`src/rtl/acc_cpu_gen2_if.sv`:
```
// Instruction-RAM and data-memory bus between the accumulator core and its memories.
interface acc_cpu_gen2_if #(parameter int W = 8);
    logic [W-1:0] iram_addr;
    logic [W+7:0] iram_dout;
    logic         dram_req;
    logic         dram_write;
    logic [W-1:0] dram_addr;
    logic [W-1:0] dram_din;
    logic         dram_ack;
    logic [W-1:0] dram_dout;

    modport master (
        output iram_addr, dram_req, dram_write, dram_addr, dram_din,
        input  iram_dout, dram_ack, dram_dout
    );

    modport slave (
        input  iram_addr, dram_req, dram_write, dram_addr, dram_din,
        output iram_dout, dram_ack, dram_dout
    );
endinterface

```
`src/rtl/acc_cpu_gen2.sv`:
```
// Accumulator CPU: synchronous instruction RAM, handshaked data memory, return stack.
// state | meaning: IDLE wait start; FETCH pc on iram; EXEC decode/execute; MEM wait dram_ack; FAULT stuck until rst
module acc_cpu_gen2 #(
    parameter int W           = 8,
    parameter int NUM_GPR     = 8,
    parameter int STACK_DEPTH = 4
) (
    input  logic                 clk,
    input  logic                 rst,
    input  logic                 start,
    output logic                 idle,
    output logic                 fault,
    acc_cpu_gen2_if.master       bus
);
    localparam int SP_W = $clog2(STACK_DEPTH + 1);

    localparam logic [7:0] OP_END = 8'd0,  OP_ADD = 8'd1,  OP_SUB = 8'd2,  OP_MUL = 8'd3;
    localparam logic [7:0] OP_DV2 = 8'd4,  OP_NOT = 8'd5,  OP_LDK = 8'd6,  OP_LDM = 8'd7;
    localparam logic [7:0] OP_MVA = 8'd8,  OP_MVR = 8'd9,  OP_STM = 8'd10, OP_JMZ = 8'd11;
    localparam logic [7:0] OP_JMN = 8'd12, OP_CAL = 8'd13, OP_RET = 8'd14, OP_JMP = 8'd15;

    typedef enum logic [2:0] {S_IDLE, S_FETCH, S_EXEC, S_MEM, S_FAULT} state_t;

    state_t          state, state_nx;
    logic [W-1:0]    pc, pc_nx, ac, ac_nx, din, din_nx, adr, adr_nx;
    logic [W-1:0]    gpr [NUM_GPR];
    logic [W-1:0]    stk [STACK_DEPTH];
    logic [SP_W-1:0] sp, sp_nx;
    logic            req, req_nx, wr, wr_nx;
    logic            gpr_we, push;
    logic [W-1:0]    rval, top, pc_inc;
    logic [7:0]      opc;
    logic [W-1:0]    opr;

    assign opc    = bus.iram_dout[7:0];
    assign opr    = bus.iram_dout[W+7:8];
    assign pc_inc = pc + W'(1);

    // Register-select read; codes past the last GPR read as zero
    always_comb begin
        rval = '0;
        if (opr == W'(0))      rval = ac;
        else if (opr == W'(1)) rval = din;
        else if (opr == W'(2)) rval = opr;
        else if (opr == W'(3)) rval = adr;
        else begin
            for (int i = 0; i < NUM_GPR; i++)
                if (opr == W'(i + 4)) rval = gpr[i];
        end
    end

    always_comb begin
        top = '0;
        for (int i = 0; i < STACK_DEPTH; i++)
            if (sp == SP_W'(i + 1)) top = stk[i];
    end

    always_comb begin
        state_nx = state;
        pc_nx    = pc;
        ac_nx    = ac;
        din_nx   = din;
        adr_nx   = adr;
        sp_nx    = sp;
        req_nx   = req;
        wr_nx    = wr;
        gpr_we   = 1'b0;
        push     = 1'b0;
        case (state)
            S_IDLE:  if (start) state_nx = S_FETCH;
            S_FETCH: state_nx = S_EXEC;
            S_EXEC: begin
                state_nx = S_FETCH;
                pc_nx    = pc_inc;
                case (opc)
                    OP_END: begin state_nx = S_IDLE; pc_nx = '0; sp_nx = '0; end
                    OP_ADD: ac_nx = ac + rval;
                    OP_SUB: ac_nx = ac - rval;
                    OP_MUL: ac_nx = ac * rval;
                    OP_DV2: ac_nx = {ac[W-1], ac[W-1:1]};
                    OP_NOT: ac_nx = ~ac;
                    OP_LDK: ac_nx = opr;
                    OP_MVA: ac_nx = rval;
                    OP_MVR: begin
                        gpr_we = 1'b1;
                        if (opr == W'(3)) adr_nx = ac;
                    end
                    OP_LDM: begin state_nx = S_MEM; pc_nx = pc; req_nx = 1'b1; wr_nx = 1'b0; end
                    OP_STM: begin state_nx = S_MEM; pc_nx = pc; req_nx = 1'b1; wr_nx = 1'b1; end
                    OP_JMZ: if (ac == '0) pc_nx = opr;
                    OP_JMN: if (ac[W-1]) pc_nx = opr;
                    OP_JMP: pc_nx = opr;
                    OP_CAL: begin
                        if (sp == SP_W'(STACK_DEPTH)) begin
                            state_nx = S_FAULT;
                            pc_nx    = pc;
                        end else begin
                            push  = 1'b1;
                            sp_nx = sp + SP_W'(1);
                            pc_nx = opr;
                        end
                    end
                    OP_RET: begin
                        if (sp == '0) begin
                            state_nx = S_FAULT;
                            pc_nx    = pc;
                        end else begin
                            sp_nx = sp - SP_W'(1);
                            pc_nx = top;
                        end
                    end
                    default: begin state_nx = S_FAULT; pc_nx = pc; end
                endcase
            end
            S_MEM: begin
                if (bus.dram_ack) begin
                    state_nx = S_FETCH;
                    pc_nx    = pc_inc;
                    req_nx   = 1'b0;
                    wr_nx    = 1'b0;
                    if (!wr) begin
                        din_nx = bus.dram_dout;
                        ac_nx  = bus.dram_dout;
                    end
                end
            end
            S_FAULT: state_nx = S_FAULT;
            default: state_nx = S_FAULT;
        endcase
    end

    always_ff @(posedge clk) begin
        if (rst) begin
            state <= S_IDLE;
            pc    <= '0;
            ac    <= '0;
            din   <= '0;
            adr   <= '0;
            sp    <= '0;
            req   <= 1'b0;
            wr    <= 1'b0;
            for (int i = 0; i < NUM_GPR; i++)     gpr[i] <= '0;
            for (int i = 0; i < STACK_DEPTH; i++) stk[i] <= '0;
        end else begin
            state <= state_nx;
            pc    <= pc_nx;
            ac    <= ac_nx;
            din   <= din_nx;
            adr   <= adr_nx;
            sp    <= sp_nx;
            req   <= req_nx;
            wr    <= wr_nx;
            for (int i = 0; i < NUM_GPR; i++)
                if (gpr_we && opr == W'(i + 4)) gpr[i] <= ac;
            for (int i = 0; i < STACK_DEPTH; i++)
                if (push && sp == SP_W'(i)) stk[i] <= pc_inc;
        end
    end

    assign idle           = (state == S_IDLE) || (state == S_FAULT);
    assign fault          = (state == S_FAULT);
    assign bus.iram_addr  = pc;
    assign bus.dram_req   = req;
    assign bus.dram_write = wr;
    assign bus.dram_addr  = adr;
    assign bus.dram_din   = ac;
endmodule

```
`src/flat_wrapper.sv`:
```
// flat-port wrapper written by rule: the top's interface ports become plain ports
module acc_cpu_gen2_flat 
#(
    parameter int W           = 8,
    parameter int NUM_GPR     = 8,
    parameter int STACK_DEPTH = 4
)
  (clk, rst, start, idle, fault, bus_iram_addr, bus_dram_req, bus_dram_write, bus_dram_addr, bus_dram_din, bus_iram_dout, bus_dram_ack, bus_dram_dout);
  acc_cpu_gen2_if #(.W(W)) bus_i ();
  input  logic clk;
  input  logic rst;
  input  logic start;
  output logic idle;
  output logic fault;
  output wire logic [$bits(bus_i.iram_addr)-1:0] bus_iram_addr;
  output wire logic [$bits(bus_i.dram_req)-1:0] bus_dram_req;
  output wire logic [$bits(bus_i.dram_write)-1:0] bus_dram_write;
  output wire logic [$bits(bus_i.dram_addr)-1:0] bus_dram_addr;
  output wire logic [$bits(bus_i.dram_din)-1:0] bus_dram_din;
  input wire logic [$bits(bus_i.iram_dout)-1:0] bus_iram_dout;
  input wire logic [$bits(bus_i.dram_ack)-1:0] bus_dram_ack;
  input wire logic [$bits(bus_i.dram_dout)-1:0] bus_dram_dout;
  assign bus_iram_addr = bus_i.iram_addr;
  assign bus_dram_req = bus_i.dram_req;
  assign bus_dram_write = bus_i.dram_write;
  assign bus_dram_addr = bus_i.dram_addr;
  assign bus_dram_din = bus_i.dram_din;
  assign bus_i.iram_dout = bus_iram_dout;
  assign bus_i.dram_ack = bus_dram_ack;
  assign bus_i.dram_dout = bus_dram_dout;
  acc_cpu_gen2 #(.W(W), .NUM_GPR(NUM_GPR), .STACK_DEPTH(STACK_DEPTH)) u_core (.clk(clk), .rst(rst), .start(start), .idle(idle), .fault(fault), .bus(bus_i));
endmodule
```
`config.mk`:
```
export PLATFORM = sky130hd
export DESIGN_NAME = acc_cpu_gen2_flat
export DESIGN_NICKNAME = d
export VERILOG_FILES = /design/src/rtl/acc_cpu_gen2_if.sv /design/src/rtl/acc_cpu_gen2.sv /design/src/flat_wrapper.sv
export SDC_FILE = /design/constraint.sdc
export NUM_CORES = 1
export LEC_CHECK = 0
export CAP_MARGIN = 20
export CORE_MARGIN = 4
export CORE_UTILIZATION = 55
export DETAILED_ROUTE_END_ITERATION = 10
export PLACE_DENSITY_LB_ADDON = 0.08
export SLEW_MARGIN = 20
export SYNTH_ARGS = -nofsm -noshare
export SYNTH_HDL_FRONTEND = slang
export SYNTH_SLANG_ARGS = --single-unit
export TNS_END_PERCENT = 100
```
`constraint.sdc`:
```
create_clock -name clk -period 9.3 [get_ports clk]
set_input_delay 1.86 -clock clk [delete_from_list [all_inputs] [get_ports clk]]
set_output_delay 1.86 -clock clk [all_outputs]
set_load 0.01 [all_outputs]
```
==> results of run 1 <==
[metrics by stage]
| stage | power [W] | setup WS, ns | std cells |
|---|---|---|---|
| after global routing | 0.00157 | 1.21 | 1214 |
| final | 0.00152 | 1.55 | 1214 |
| after floorplan | 0.000779 | 2.34 | 968 |
| after CTS | 0.00153 | 1.61 | 1214 |
| after detailed placement | 0.000829 | 1.19 | 1183 |
| after global placement | 0.000828 | 1.36 | 1183 |
[flip-flops by register name (all words and copies together) (netlist names)]
register,flops
u_core.bus.iram_addr,8
u_core.state,3
u_core.sp,3
u_core.bus.dram_addr,8
u_core.bus.dram_write,1
u_core.gpr,64
u_core.din,8
u_core.stk,32
u_core.bus.dram_req,1
u_core.bus.dram_din,8
[area by class of cell]
class,instances,area (sq um)
fillers,1325,5430
repair buffers,66,618
inverters,60,225
clock inverters,13,171
clock buffers,18,429
well taps,211,264
flip-flops and latches,136,3680
multi-input cells,710,4600
[placed cells by master (no fill, tap or decap), types with 5 or more instances in the layout]
master           synthesis  routed
nor2_1                 159     159
edfxtp_1                96      96
nand2_1                 94      94
inv_1                   59      59
a21oi_1                 52      52
clkdlybuf4s50_1          0      52
o21ai_0                 50      50
dfxtp_1                 40      40
ha_1                    32      32
a22oi_1                 28      28
nand2b_1                26      26
mux2i_1                 18      18
nand3_1                 17      17
xnor2_1                 17      17
clkbuf_16                0      17
and2_1                  13      13
nor3_1                  13      13
fa_1                    13      13
a221o_1                 12      12
and3_1                  12      12
xor2_1                  11      11
buf_4                    4      11
nor2b_1                  8       8
mux4_2                   8       8
a31oi_1                  8       8
a21o_1                   8       8
nor4_1                   7       7
o32ai_1                  7       7
o22ai_1                  7       7
o211ai_1                 7       7
a211oi_1                 7       7
o221ai_1                 6       6
a221oi_1                 5       5
nand4_1                  5       5
[critical path: stages]
cell and delay (ns):
clkdlybuf4s50_1 0.48, or4_4 0.60, nor3_1 0.56, a22oi_1 0.14
o32ai_1 0.31, and2_1 0.39, nand2_1 0.13, fa_1 0.44
fa_1 0.49, inv_1 0.05, fa_1 0.53, inv_1 0.05
fa_1 0.47, inv_1 0.04, ha_1 0.29, a21oi_1 0.18
xnor2_1 0.16, xnor2_1 0.15, xnor3_1 0.25, xnor2_1 0.23
nand4_1 0.12, a31oi_1 0.19
[routing by layer]
layer / wire length, um / global-route usage
met4: 760 / 0.0990
met2: 11700 / 0.449
met5: 0 / 0
met3: 2110 / 0.0574
met1: 10900 / 0.397
[kinds of logic (layout without fill, tap and decap cells)]
logic type,Yosys count,count (layout)
flip-flops,136,136
XOR/XNOR,30,30
AO/OA/AOI/OAI,229,229
AND/OR/NAND/NOR,377,377
adder cells (fa/ha/maj),45,45
multiplexers,29,29
buffers and inverters,122,157
[final timing paths]
path | from | to | slack (ns) | cells past startpoint
worst min-delay path | u_core.bus.dram_req | u_core.bus.dram_req | 0.46 | 2
worst min register to register | u_core.bus.dram_req | u_core.bus.dram_req | 0.46 | 2
worst max-delay path | bus_iram_dout[12] | u_core.bus.dram_din[7] | 1.55 | 22
worst max register to register | u_core.din[2] | u_core.bus.dram_din[7] | 3.84 | 21
[report_power, final]
part	switching (W)	internal (W)
clock	0.000281	0.000424
combinational	0.0000865	0.0000563
sequential	0.0000125	0.000664
==> metrics.txt, run 1 <==
maximum fanout along the worst path=6; CTS tree=yes; clock latency on the worst-skew pair=0.43 ns; vias in the first global route=7056; ys async rst share=0; DR pass1 iterations=6; Final Cell Area=9990 sq um; initial antenna violation count=0; share of the synthesized area in the top cell type=0.328; Initial Utilization=0.569; dominant synthesized flop cell=edfxtp_1; CP arrival=8.10 ns; RSZ-0062 raised after global routing=false; Clock Root Buffer=clkbuf_16; clock buffers created by TritonCTS=17; Final Hold Fails=0; routability cong.=0.955; Hold Slack=0.456 ns; Reg clk slew, reported paths=0.06 ns; Area growth syn-to-layout=13.8%; Vias=7513; DRC viols=0; Commonest cells post-synth=nor2_1, edfxtp_1, nand2_1, inv_1, a21oi_1; status=finished, final reports clean; count of pins over their slew limit=0; # setup viols final=0; CTS Buffer Depth=2; most frequent cell after synthesis=nor2_1; Leak Pwr=3.66 nW; y dimension of the die=134 um; worst slew pin tran=1.15 ns; Setup Crit Path Kind=input pin to register; highest achievable clock rate=0.129 GHz; Global Route Usage Sum=0.286; post-synthesis xor/xnor area fraction=0.0330; Hold WC Path Type=register to register; first-pass GRT wire length=40000 um; post-synthesis mux area share=0.0449; Clock Skew=0.0108 ns; Period minus WS final=7.75 ns; Distinct cells, synth=70; hpwl dp=18000 um; Slew HR=0.230; simple-gate share of the synthesized area=0.197; Critical Path RT=9.66 ns; row count=45; Avg Synthesized Cell Area=9.07 sq um; Period Utilization, post-route=0.833; IO Pins=56; Clock Sinks=136; cells after synthesis=968; total of max-cap violations=0; ANT cells=0; H-Tree Depth=4; Crit. End Element=register; Die X-Extent=134 um; Post-CTS Setup Repair Bufs=0; Placed Area=9390 sq um; warnings from Yosys=0; Final ANT Viol Nets=0; Core Region=15400 sq um; PD cells=153 nW/um^2; sequential element share of the synthesized area=0.419; wire per inst=20.9 um; layout cell share with drive strength beyond 1=0.0658; die area=18100 sq um; synth top area cells=edfxtp_1, dfxtp_1, nor2_1; post-synthesis register bit count=136; largest net degree at the start of global routing=63; Compound-Gate Fraction of Synth Area=0.174; TNS Setup=0 ns; CTS resizes=0; post-synthesis cell area=8780 sq um; port buffer count=55; Util after Layout=0.648; Overflow after GRT=0; nature of the critical path startpoint=input pin; largest family of logic cells by synthesized area=simple AND/OR/NAND/NOR gates; post-synthesis net count=1041; VDD IR max=0.000149 V; post-synthesis adder-cell area fraction=0.0752; NumNets Final=1064; Post-synth EDFFs=96; Vias/cell=6.19; Synth area leader=edfxtp_1; Detailed Route Iter0 Violations=944; Post-Route WL=25400 um; hold_buf cts=0
Note: power is estimated with default switching activity, not from simulation.
==> run 2, diff against run 1 <==
==> constraint.sdc (replaced) <==
create_clock -name clk -period 6.3 [get_ports clk]
set_input_delay 1.26 -clock clk [delete_from_list [all_inputs] [get_ports clk]]
set_output_delay 1.26 -clock clk [all_outputs]
set_load 0.01 [all_outputs]
==> run 2 against run 1 <==
Compared with the run above:
- global-route usage is 0.65 points higher
- critical path depth is 1 higher
- register-to-register slack worse by 2.7 ns
- flip-flop and latch count stayed put
- cell count is 5.4% higher
- sequential share of layout area is 2.1 points lower
- critical path type unchanged
- highest routed layer unchanged
- total power is 45% higher
- combinational power is 66% higher
- worst setup slack worse by 1.4 ns
- non-clock buffer count is 65 higher
- clock-buffer cell count stayed put
- sequential power is 47% higher
==> metrics.txt, run 2 (synthesis results as in run 1) <==
Hold WC Path Type=register to register; Die X-Extent=134 um; Clock Skew=0.0129 ns; footprint of the multi-input gates=4720 sq um; CP max-delay cell=or4_4; worst slew pin tran=1.03 ns; Critical Path RT=6.65 ns; CP arrival=6.45 ns; vias in the first global route=7604; clock share of power=0.441; hold_buf cts=0; H-Tree Depth=4; die area=18100 sq um; most frequent cells in the layout=nor2_1, edfxtp_1, nand2_1; Period Utilization, post-route=0.969; crit-path cells=buf_6 > or4_4 > buf_12 > nor3_4 > buf_6 > a32oi_2 > o21ai_2 > nand2_1 > fa_2 > fa_1 > inv_1 > fa_1 > inv_2 > fa_2 > inv_2 > ha_4 > a21oi_2 > xnor2_1 > xnor2_1 > xnor3_1 > xnor2_2 > nand3b_1 > a31oi_1; initial antenna violation count=0; Vias/cell=6.13; Core Region=15400 sq um; Global Route Usage Sum=0.292; Hold Slack=0.457 ns; status=finished, final reports clean; # setup viols final=0; port buffer count=55; Period minus WS final=6.10 ns; Placed Area=9880 sq um; Vias=7852; Slew HR=0.311; wire per inst=20.1 um; Area growth syn-to-layout=20.6%; FF/Latch Area=3680 sq um; Final Hold Fails=0; CP delay by family, top=adder cells; biggest regs=u_core.gpr (64), u_core.stk (32); layout cell share with drive strength beyond 1=0.149; count of pins over their slew limit=0; Detailed Route Iter0 Violations=892; first-pass GRT wire length=41100 um; row count=45; internal power=0.00163 W; Worst path max stage delay=0.58 ns; worst path buffer plus inverter count=6; Switching Share=0.259; R2R Setup Slk=1.18 ns; Initial Utilization=0.569; Reg clk slew, reported paths=0.07 ns; hpwl dp=18700 um; Comb pwr share=0.107; CTS Buffer Depth=2; y dimension of the die=134 um; Clock Sinks=136; DR pass1 iterations=6; nature of the critical path startpoint=input pin; Clock Root Buffer=clkbuf_16; CTS tree=yes; Setup Crit Path Kind=input pin to register; # fillers=1260; Final Cell Area=10600 sq um; TNS Setup=0 ns; Crit. End Element=register; Largest Register=u_core.gpr; PD cells=208 nW/um^2; routability cong.=0.989; DRC viols=0; clock buffers created by TritonCTS=17; total of max-cap violations=0; commonest non-fill, non-tap cell in the layout=nor2_1; Reg power frac=0.452; maximum fanout along the worst path=3; sw power=0.000572 W; post-layout power=0.00221 W; Post-Route WL=25800 um; highest achievable clock rate=0.164 GHz; NumNets Final=1129; IO Pins=56; Leak Pwr=4.01 nW; Final ANT Viol Nets=0; max FFs per register=64; clock latency on the worst-skew pair=0.43 ns; largest net degree at the start of global routing=63; ANT cells=0; Overflow after GRT=0; VDD IR max=0.000228 V
==> run 2: changes by cell type in the layout (fill, tap and decap cells not counted), sizes merged <==
cell	previous run	this run
clkbuf	18	21
buf	14	80
bufinv	3	1
clkdlybuf4s50	52	48
clkinvlp	2	4
clkinv	6	4
inv	62	65
==> run 2: routing by layer <==
| layer | global-route usage | vias to the layer above | routed length (um) |
|---|---|---|---|
| li1 | - | 3648 | - |
| met1 | 0.401 | 3741 | 10900 |
| met2 | 0.462 | 391 | 11900 |
| met3 | 0.0533 | 72 | 2020 |
| met4 | 0.117 | 0 | 923 |
| met5 | 0 | - | 0 |
==> run 2: area by class of cell <==
| class | count | share of cell area |
|---|---|---|
| multi-input cells | 710 | 0.445 |
| flip-flops and latches | 136 | 0.348 |
| repair buffers | 131 | 0.107 |
| clock buffers | 18 | 0.0405 |
| well taps | 211 | 0.0249 |
| inverters | 60 | 0.0213 |
| clock inverters | 14 | 0.0133 |
==> run 2: path summary, 6_finish.rpt <==
check | startpoint | depth (start not counted) | to
hold reg to reg | u_core.bus.dram_req | 2 | u_core.bus.dram_req
hold / removal | u_core.bus.dram_req | 2 | u_core.bus.dram_req
setup reg to reg | u_core.gpr[1][2] | 19 | u_core.bus.dram_din[7]
setup / recovery | bus_iram_dout[13] | 23 | u_core.bus.dram_din[7]
==> run 2: metrics by stage <==
stage          setup slack (ns)  utilization  instances
2_1_floorplan            0.0365            -        968
3_3_place_gp             -0.541        0.641       1246
3_5_place_dp             -0.630        0.641       1246
4_1_cts                  0.0849        0.683       1279
5_1_grt                 -0.0264        0.687       1280
6_report                  0.198        0.687       1280
==> run 2: worst register-to-register path, cell delays in order (launching register included) <==
cell	delay (ns)
edfxtp_1	0.38
mux4_2	0.49
a22oi_1	0.24
o32ai_2	0.13
buf_4	0.17
and3_1	0.19
fa_1	0.48
ha_1	0.31
fa_1	0.57
inv_2	0.05
fa_2	0.53
inv_2	0.05
ha_4	0.24
a21oi_2	0.15
xnor2_1	0.14
xnor2_1	0.16
xnor3_1	0.28
xnor2_2	0.17
nand3b_1	0.16
a31oi_1	0.17
==> run 2: what timing repair did <==
item                                    CTS  global route
endpoints found under the setup margin    1             1
gates resized for setup                  18            23
setup buffers                             1             1
endpoints found under the hold margin     0             0
pin swaps                                12            19
gates cloned                              0             0
==> run 2: power groups by stage <==
stage,Clock [W],Sequential [W],Combinational (W)
2_1_floorplan,0,0.00101,0.000143
3_3_place_gp,0,0.00101,0.000227
3_5_place_dp,0,0.00102,0.000228
4_1_cts,0.000976,0.000996,0.000231
5_1_grt,0.00102,0.000999,0.000256
6_report,0.000972,0.000997,0.000237
